==> src/rtl/qspi_pkg.sv <==
// Shared types and constants for the QSPI ROM responder: FSM state encoding,
// the supported opcode, the continuous-mode pattern and frame field lengths.
package qspi_pkg;

    typedef enum logic [2:0] {
        ST_IDLE,
        ST_CMD,
        ST_ADDR,
        ST_MODE,
        ST_DUMMY,
        ST_DATA,
        ST_IGNORE
    } state_t;

    localparam logic [7:0] OPCODE_QUAD_READ = 8'hEB;
    localparam logic [1:0] MODE_CONT        = 2'b10;

    localparam logic [3:0] CMD_BITS     = 4'd8;
    localparam logic [3:0] ADDR_NIBBLES = 4'd6;
    localparam logic [3:0] MODE_NIBBLES = 4'd2;

endpackage

==> src/rtl/spi_input_sync.sv <==
// Brings the asynchronous SPI pins into the clk domain and turns the
// synchronized SCK into single-cycle rise/fall pulses.
module spi_input_sync (
    input  logic       clk,
    input  logic       rst_n,
    input  logic       select,
    input  logic       sck,
    input  logic [3:0] data,
    output logic       select_sync,
    output logic [3:0] data_sync,
    output logic       sck_rise,
    output logic       sck_fall
);

    logic       select_meta;
    logic       sck_meta;
    logic       sck_sync;
    logic       sck_prev;
    logic [3:0] data_meta;

    // Chip select resets to inactive so releasing reset never looks like a CS fall.
    always_ff @(posedge clk or negedge rst_n) begin
        if (!rst_n) begin
            select_meta <= 1'b1;
            select_sync <= 1'b1;
            sck_meta    <= 1'b0;
            sck_sync    <= 1'b0;
            sck_prev    <= 1'b0;
            data_meta   <= 4'h0;
            data_sync   <= 4'h0;
        end else begin
            select_meta <= select;
            select_sync <= select_meta;
            sck_meta    <= sck;
            sck_sync    <= sck_meta;
            sck_prev    <= sck_sync;
            data_meta   <= data;
            data_sync   <= data_meta;
        end
    end

    assign sck_rise = sck_sync & ~sck_prev;
    assign sck_fall = ~sck_sync & sck_prev;

endmodule

==> src/rtl/qspi_rom_responder.sv <==
// Device side of the cartridge QSPI link: decodes quad fast-read (EB) frames,
// including continuous-read mode, and streams bytes from a synchronous ROM port.
module qspi_rom_responder
    import qspi_pkg::*;
#(
    parameter int                   ADDR_BITS     = 24,
    parameter int                   MEM_ADDR_BITS = 12,
    parameter logic [ADDR_BITS-1:0] BASE_ADDR     = 24'h100000,
    parameter int                   DUMMY_CYCLES  = 4
) (
    input  logic                     clk,
    input  logic                     rst_n,
    input  logic                     spi_select,
    input  logic                     spi_clk,
    input  logic [3:0]               spi_data_in,
    output logic [3:0]               spi_data_out,
    output logic [3:0]               spi_data_oe,
    output logic [MEM_ADDR_BITS-1:0] mem_addr,
    output logic                     mem_rd,
    input  logic [7:0]               mem_data,
    output logic                     cmd_error
);

    localparam logic [3:0] DUMMY_LAST = 4'(DUMMY_CYCLES);

    logic       select_s;
    logic [3:0] data_s;
    logic       sck_rise;
    logic       sck_fall;

    spi_input_sync u_sync (
        .clk        (clk),
        .rst_n      (rst_n),
        .select     (spi_select),
        .sck        (spi_clk),
        .data       (spi_data_in),
        .select_sync(select_s),
        .data_sync  (data_s),
        .sck_rise   (sck_rise),
        .sck_fall   (sck_fall)
    );

    state_t                 state;
    logic [3:0]             cnt;
    logic [7:0]             shift;
    logic [ADDR_BITS-1:0]   addr;
    logic                   cont_mode;
    logic [7:0]             byte_sr;
    logic                   low_next;
    logic                   rd_pending;

    logic [ADDR_BITS-1:0]   addr_full;
    logic [ADDR_BITS-1:0]   addr_inc;
    logic [7:0]             shift_bit;
    logic [7:0]             shift_nib;

    assign addr_full = {addr[ADDR_BITS-5:0], data_s};
    assign addr_inc  = addr + ADDR_BITS'(1);
    assign shift_bit = {shift[6:0], data_s[0]};
    assign shift_nib = {shift[3:0], data_s};

    // CS high overrides everything, including an sck edge seen in the same clk.
    always_ff @(posedge clk or negedge rst_n) begin
        if (!rst_n) begin
            state        <= ST_IDLE;
            cnt          <= 4'd0;
            shift        <= 8'h00;
            addr         <= '0;
            cont_mode    <= 1'b0;
            byte_sr      <= 8'h00;
            low_next     <= 1'b0;
            rd_pending   <= 1'b0;
            spi_data_out <= 4'h0;
            spi_data_oe  <= 4'h0;
            mem_addr     <= '0;
            mem_rd       <= 1'b0;
            cmd_error    <= 1'b0;
        end else begin
            mem_rd     <= 1'b0;
            cmd_error  <= 1'b0;
            rd_pending <= mem_rd;
            if (rd_pending) begin
                byte_sr <= mem_data;
            end
            if (select_s) begin
                state        <= ST_IDLE;
                cnt          <= 4'd0;
                low_next     <= 1'b0;
                spi_data_oe  <= 4'h0;
                spi_data_out <= 4'h0;
            end else begin
                case (state)
                    ST_IDLE: begin
                        cnt   <= 4'd0;
                        shift <= 8'h00;
                        state <= cont_mode ? ST_ADDR : ST_CMD;
                    end
                    ST_CMD: begin
                        if (sck_rise) begin
                            shift <= shift_bit;
                            if (cnt == CMD_BITS - 4'd1) begin
                                cnt <= 4'd0;
                                if (shift_bit == OPCODE_QUAD_READ) begin
                                    state <= ST_ADDR;
                                end else begin
                                    state     <= ST_IGNORE;
                                    cmd_error <= 1'b1;
                                end
                            end else begin
                                cnt <= cnt + 4'd1;
                            end
                        end
                    end
                    ST_ADDR: begin
                        if (sck_rise) begin
                            addr <= addr_full;
                            if (cnt == ADDR_NIBBLES - 4'd1) begin
                                cnt      <= 4'd0;
                                mem_rd   <= 1'b1;
                                mem_addr <= addr_full[MEM_ADDR_BITS-1:0] - BASE_ADDR[MEM_ADDR_BITS-1:0];
                                state    <= ST_MODE;
                            end else begin
                                cnt <= cnt + 4'd1;
                            end
                        end
                    end
                    ST_MODE: begin
                        if (sck_rise) begin
                            shift <= shift_nib;
                            if (cnt == MODE_NIBBLES - 4'd1) begin
                                cnt       <= 4'd0;
                                cont_mode <= (shift_nib[5:4] == MODE_CONT);
                                state     <= ST_DUMMY;
                            end else begin
                                cnt <= cnt + 4'd1;
                            end
                        end
                    end
                    ST_DUMMY: begin
                        if (sck_fall && cnt == DUMMY_LAST) begin
                            spi_data_oe  <= 4'hF;
                            spi_data_out <= byte_sr[7:4];
                            low_next     <= 1'b1;
                            state        <= ST_DATA;
                        end else if (sck_rise && cnt != DUMMY_LAST) begin
                            cnt <= cnt + 4'd1;
                        end
                    end
                    ST_DATA: begin
                        // The next byte is fetched as soon as the low nibble leaves byte_sr.
                        if (sck_fall) begin
                            if (low_next) begin
                                spi_data_out <= byte_sr[3:0];
                                addr         <= addr_inc;
                                mem_rd       <= 1'b1;
                                mem_addr     <= addr_inc[MEM_ADDR_BITS-1:0] - BASE_ADDR[MEM_ADDR_BITS-1:0];
                                low_next     <= 1'b0;
                            end else begin
                                spi_data_out <= byte_sr[7:4];
                                low_next     <= 1'b1;
                            end
                        end
                    end
                    ST_IGNORE: begin
                        spi_data_oe <= 4'h0;
                    end
                    default: begin
                        state <= ST_IDLE;
                    end
                endcase
            end
        end
    end

endmodule

==> config.mk <==
export PLATFORM = sky130hd
export DESIGN_NAME = qspi_rom_responder
export DESIGN_NICKNAME = d
export VERILOG_FILES = /design/src/rtl/qspi_pkg.sv /design/src/rtl/spi_input_sync.sv /design/src/rtl/qspi_rom_responder.sv
export SDC_FILE = /design/constraint.sdc
export NUM_CORES = 1
export LEC_CHECK = 0
export ABC_AREA = 1
export CAP_MARGIN = 25
export CORE_ASPECT_RATIO = 0.7
export CORE_MARGIN = 1
export CORE_UTILIZATION = 50
export CTS_CLUSTER_SIZE = 16
export DETAILED_ROUTE_END_ITERATION = 10
export GPL_TIMING_DRIVEN = 1
export PLACE_DENSITY = 0.72
export SYNTH_ARGS = -nofsm -noshare
export SYNTH_HDL_FRONTEND = slang
export SYNTH_SLANG_ARGS = --single-unit
==> constraint.sdc <==
create_clock -name clk -period 4.85 [get_ports clk]
set_clock_uncertainty 0.15 [all_clocks]
set_input_delay 0.485 -clock clk [delete_from_list [all_inputs] [get_ports clk]]
set_output_delay 0.485 -clock clk [all_outputs]
set_load 0.05 [all_outputs]
==> metrics.md <==
| Metric | Value |
|---|---|
| Worst skew pair latency | 0.35 ns |
| DRC Markers | 0 |
| Crit Path Class | register to register |
| Worst-margin pin slew | 0.7301 ns |
| Vias per inst | 5.239 |
| Class of the worst hold path | input pin to async pin |
| Initial antenna violation count | 0 |
| Core box area | 0.006336 mm² |
| PortBufs | 37 |
| Fin. Hold Viols | 0 |
| Mapped Area | 0.003349 mm² |
| Leak | 1.866 nW |
| Share of cells above drive strength 1 | 7.877% |
| Pre-antenna DRT Iters | 6 |
| RR Endpoint | mem_addr[7] |
| Final-stage net count | 472 |
| Worst-path clk slew | 0.07 ns |
| Number of global-route vias before repair | 2,598 |
| P&R area growth vs syn | 18.23% |
| CP max stage delay | 0.57 ns |
| Initial Util | 52.86% |
| TritonCTS clock tree | built |
| Hpwl dp | 5483 µm |
| Setup crit end | mem_addr[7] |
| PwrDens | 449.3 mW/mm² |
| Antenna-violating nets left | 0 |
| Filler cell count in the final layout | 539 |
| R2R setup slack | 2.29 ns |
| Crit start category | register |
| Inst Count DP | 532 |
| Max Slew Vio Count | 0 |
| Vias | 2,871 |
| Final Cycle Share | 52.88% |
| Status | finished, final reports clean |
| Root Driver | clkbuf_8 |
| Synthesized Nets | 436 |
| GR Util All Layers | 24.43% |
| Ys Warns | 0 |
| Die Wd | 99.83 µm |
| Min Tclk post-route | 2.564 ns |
| Worst path cell trace | inv_1 > nor2_4 > nand3_1 > a21oi_2 > inv_1 > nand2_1 > nand2_1 |
| Setup violators final | 0 |
| Peak VDD IR | 0.0002180 V |
| Crit-path max FO | 14 |
| Critical Path End Type | register |
| TritonCTS Buffers | 9 |
| Maximum clock insertion buffer count | 2 |
| Post-route setup TNS | 0 ns |
| FF-to-FF Start | state[2] |
| RD Place Congestion | 0.8983 |
| Worst EP arrival | 2.65 ns |
| Avg WL per Cell | 13.82 µm |
| I/O pin count | 38 |
| R2R cell count | 7 |
| Largest net degree at the start of global routing | 37 |
| Post-Layout Cell Count | 548 |
| # resized after CTS | 0 |
| Yosys cell types | 31 |
| Clk sinks | 69 |
| GR Overflow Total | 0 |
| Post-Synthesis Cells | 416 |
| Initial DRC count | 263 |
| Worst EP required | 4.94 ns |
| Max-cap violations | 0 |
| Unrepaired setup endpoints after global routing | no |
| Die area | 0.007036 mm² |
| Worst Setup SP | state[2] |
| Number of hold buffers added after CTS | 0 |
| Peak Freq | 0.3899 GHz |
| Slowest stage cell, crit path | dfrtp_1 |
| Rel. slew slack | 51.32% |
| Chip height | 70.48 µm |
| Antenna Cells | 0 |
| First-pass GRT wire length | 12,890 µm |
| Total Wirelength | 7573 µm |
| Htree depth | 3 |
| Syn avg cell area | 8.052 µm² |
| Post-synthesis sequential area ratio | 51.62% |
| Setup Fix Bufs, Post-CTS | 0 |
| #FFs+latches synth | 69 |
| # rows | 24 |
cell usage in the layout, fill, tap and decap left out, types with 3 or more instances in the layout:
cell	Yosys	final
nor2_1	32	32
dfrtp_1	67	67
xor2_1	6	6
nand4_1	4	4
clkinvlp_4	0	3
clkbuf_8	0	10
a21oi_1	13	13
a22oi_1	3	3
o21ai_0	34	34
nand3_1	34	34
ha_1	4	4
mux2_2	4	4
nand2_1	142	142
inv_1	39	39
clkdlybuf4s50_1	0	36
synthesized netlist by cell type:
library cell    n  share of area (%)
o22ai_1         1               0.19
buf_2           6               0.90
or2_2           2               0.37
nor2_1         32                3.6
a22oi_1         3               0.67
o31ai_1         1               0.22
nand2_1       142                 16
xor2_1          6                1.6
o21ai_1         1               0.15
dfstp_2         2                1.6
a211oi_1        1               0.22
nand4_1         4               0.75
nor3_4          1               0.49
buf_6           1               0.34
nor2_4          1               0.34
nand3_1        34                5.1
nand2_2         1               0.19
a21oi_1        13                1.9
ha_1            4                1.5
inv_2           2               0.22
nor2_2          2               0.37
o21ai_0        34                5.1
nor3_2          2               0.60
inv_1          39                4.4
nor3_1          1               0.15
dfrtp_1        67                 50
mux2_2          4                1.3
buf_4           4               0.90
nor4_1          1               0.19
clkbuf_1        2               0.22
a21oi_2         2               0.52
critical path, delay by kind of cell (launching register included):
family	cells	cell delay (ns)
flip-flops	1	0.57
AND/OR/NAND/NOR	4	0.70
buffers and inverters	2	0.56
AO/OA/AOI/OAI	1	0.47
cell type report:
class	instances	area (µm²)	area share, %
Clock buffer	11	141.4	3.570
Sequential cell	69	1729	43.67
Tap cell	91	113.9	2.875
Timing Repair Buffer	38	372.9	9.415
Multi-Input combinational cell	293	1388	35.04
Inverter	41	153.9	3.886
Clock inverter	5	61.31	1.548
worst min-delay path by stage:
| stage | cells after the start | startpoint | slack, ns | end |
|---|---|---|---|---|
| floorplan | 0 | rst_n | 0.04 | addr[0] |
| global placement | 0 | u_sync.data_meta[2] | 0.18 | u_sync.data_sync[2] |
| detailed placement | 0 | u_sync.data_meta[1] | 0.19 | u_sync.data_sync[1] |
| CTS | 1 | rst_n | 0.07 | cnt[3] |
| global route | 1 | rst_n | 0.1 | addr[1] |
| finish | 1 | rst_n | 0.04 | cnt[3] |
cells by family (layout without fill, tap and decap cells):
kind of cell | Yosys count | count (layout) | share of synthesized area [%]
fa+ha+maj | 4 | 4 | 1.494
xor+xnor | 6 | 6 | 1.569
buf+inv | 54 | 95 | 6.948
compound gates | 56 | 56 | 9.003
simple gates | 223 | 223 | 28.02
flops | 69 | 69 | 51.63
mux | 4 | 4 | 1.345
power by group:
group / switching (W) / internal [W] / leakage, nW
logic: 0.000340 / 0.000172 / 0.886
registers: 0.000113 / 0.000679 / 0.889
clock network: 0.000223 / 0.000252 / 0.0918
through the flow:
| step | worst slack, ns | total power (W) | area, µm² | util, % | hold slack (ns) |
|---|---|---|---|---|---|
| final | 2.286 | 0.001779 | 3960 | 62.50 | 0.03824 |
| after detailed placement | 2.327 | 0.001302 | 3757 | 59.30 | 0.1863 |
| after CTS | 2.324 | 0.001781 | 3960 | 62.50 | 0.06639 |
| after global routing | 2.029 | 0.001904 | 3960 | 62.50 | 0.09965 |
| after floorplan | 3.176 | 0.001160 | 3349 | - | 0.03941 |
| after global placement | 2.476 | 0.001297 | 3757 | 59.30 | 0.1848 |
per-layer routing:
| metal | global-route usage (%) | routed length (µm) | vias to the layer above |
|---|---|---|---|
| li1 | - | - | 1396 |
| met1 | 38.15 | 3863 | 1321 |
| met2 | 32.72 | 2950 | 144 |
| met3 | 6.006 | 674 | 10 |
| met4 | 7.843 | 85 | 0 |
| met5 | 0 | 0 | - |
sequential cells by signal, summed over array words and instances (netlist names):
signal,cells
u_sync.select_sync,1
low_next,1
mem_addr,12
byte_sr,8
spi_data_out,4
u_sync.sck_sync,1
u_sync.select_meta,1
state,3
shift,7
u_sync.sck_prev,1
u_sync.data_meta,4
rd_pending,1
mem_rd,1
cnt,4
u_sync.data_sync,4
u_sync.sck_meta,1
spi_data_oe,1
addr,12
cont_mode,1
cmd_error,1
Note: power is estimated with default switching activity, not from simulation.
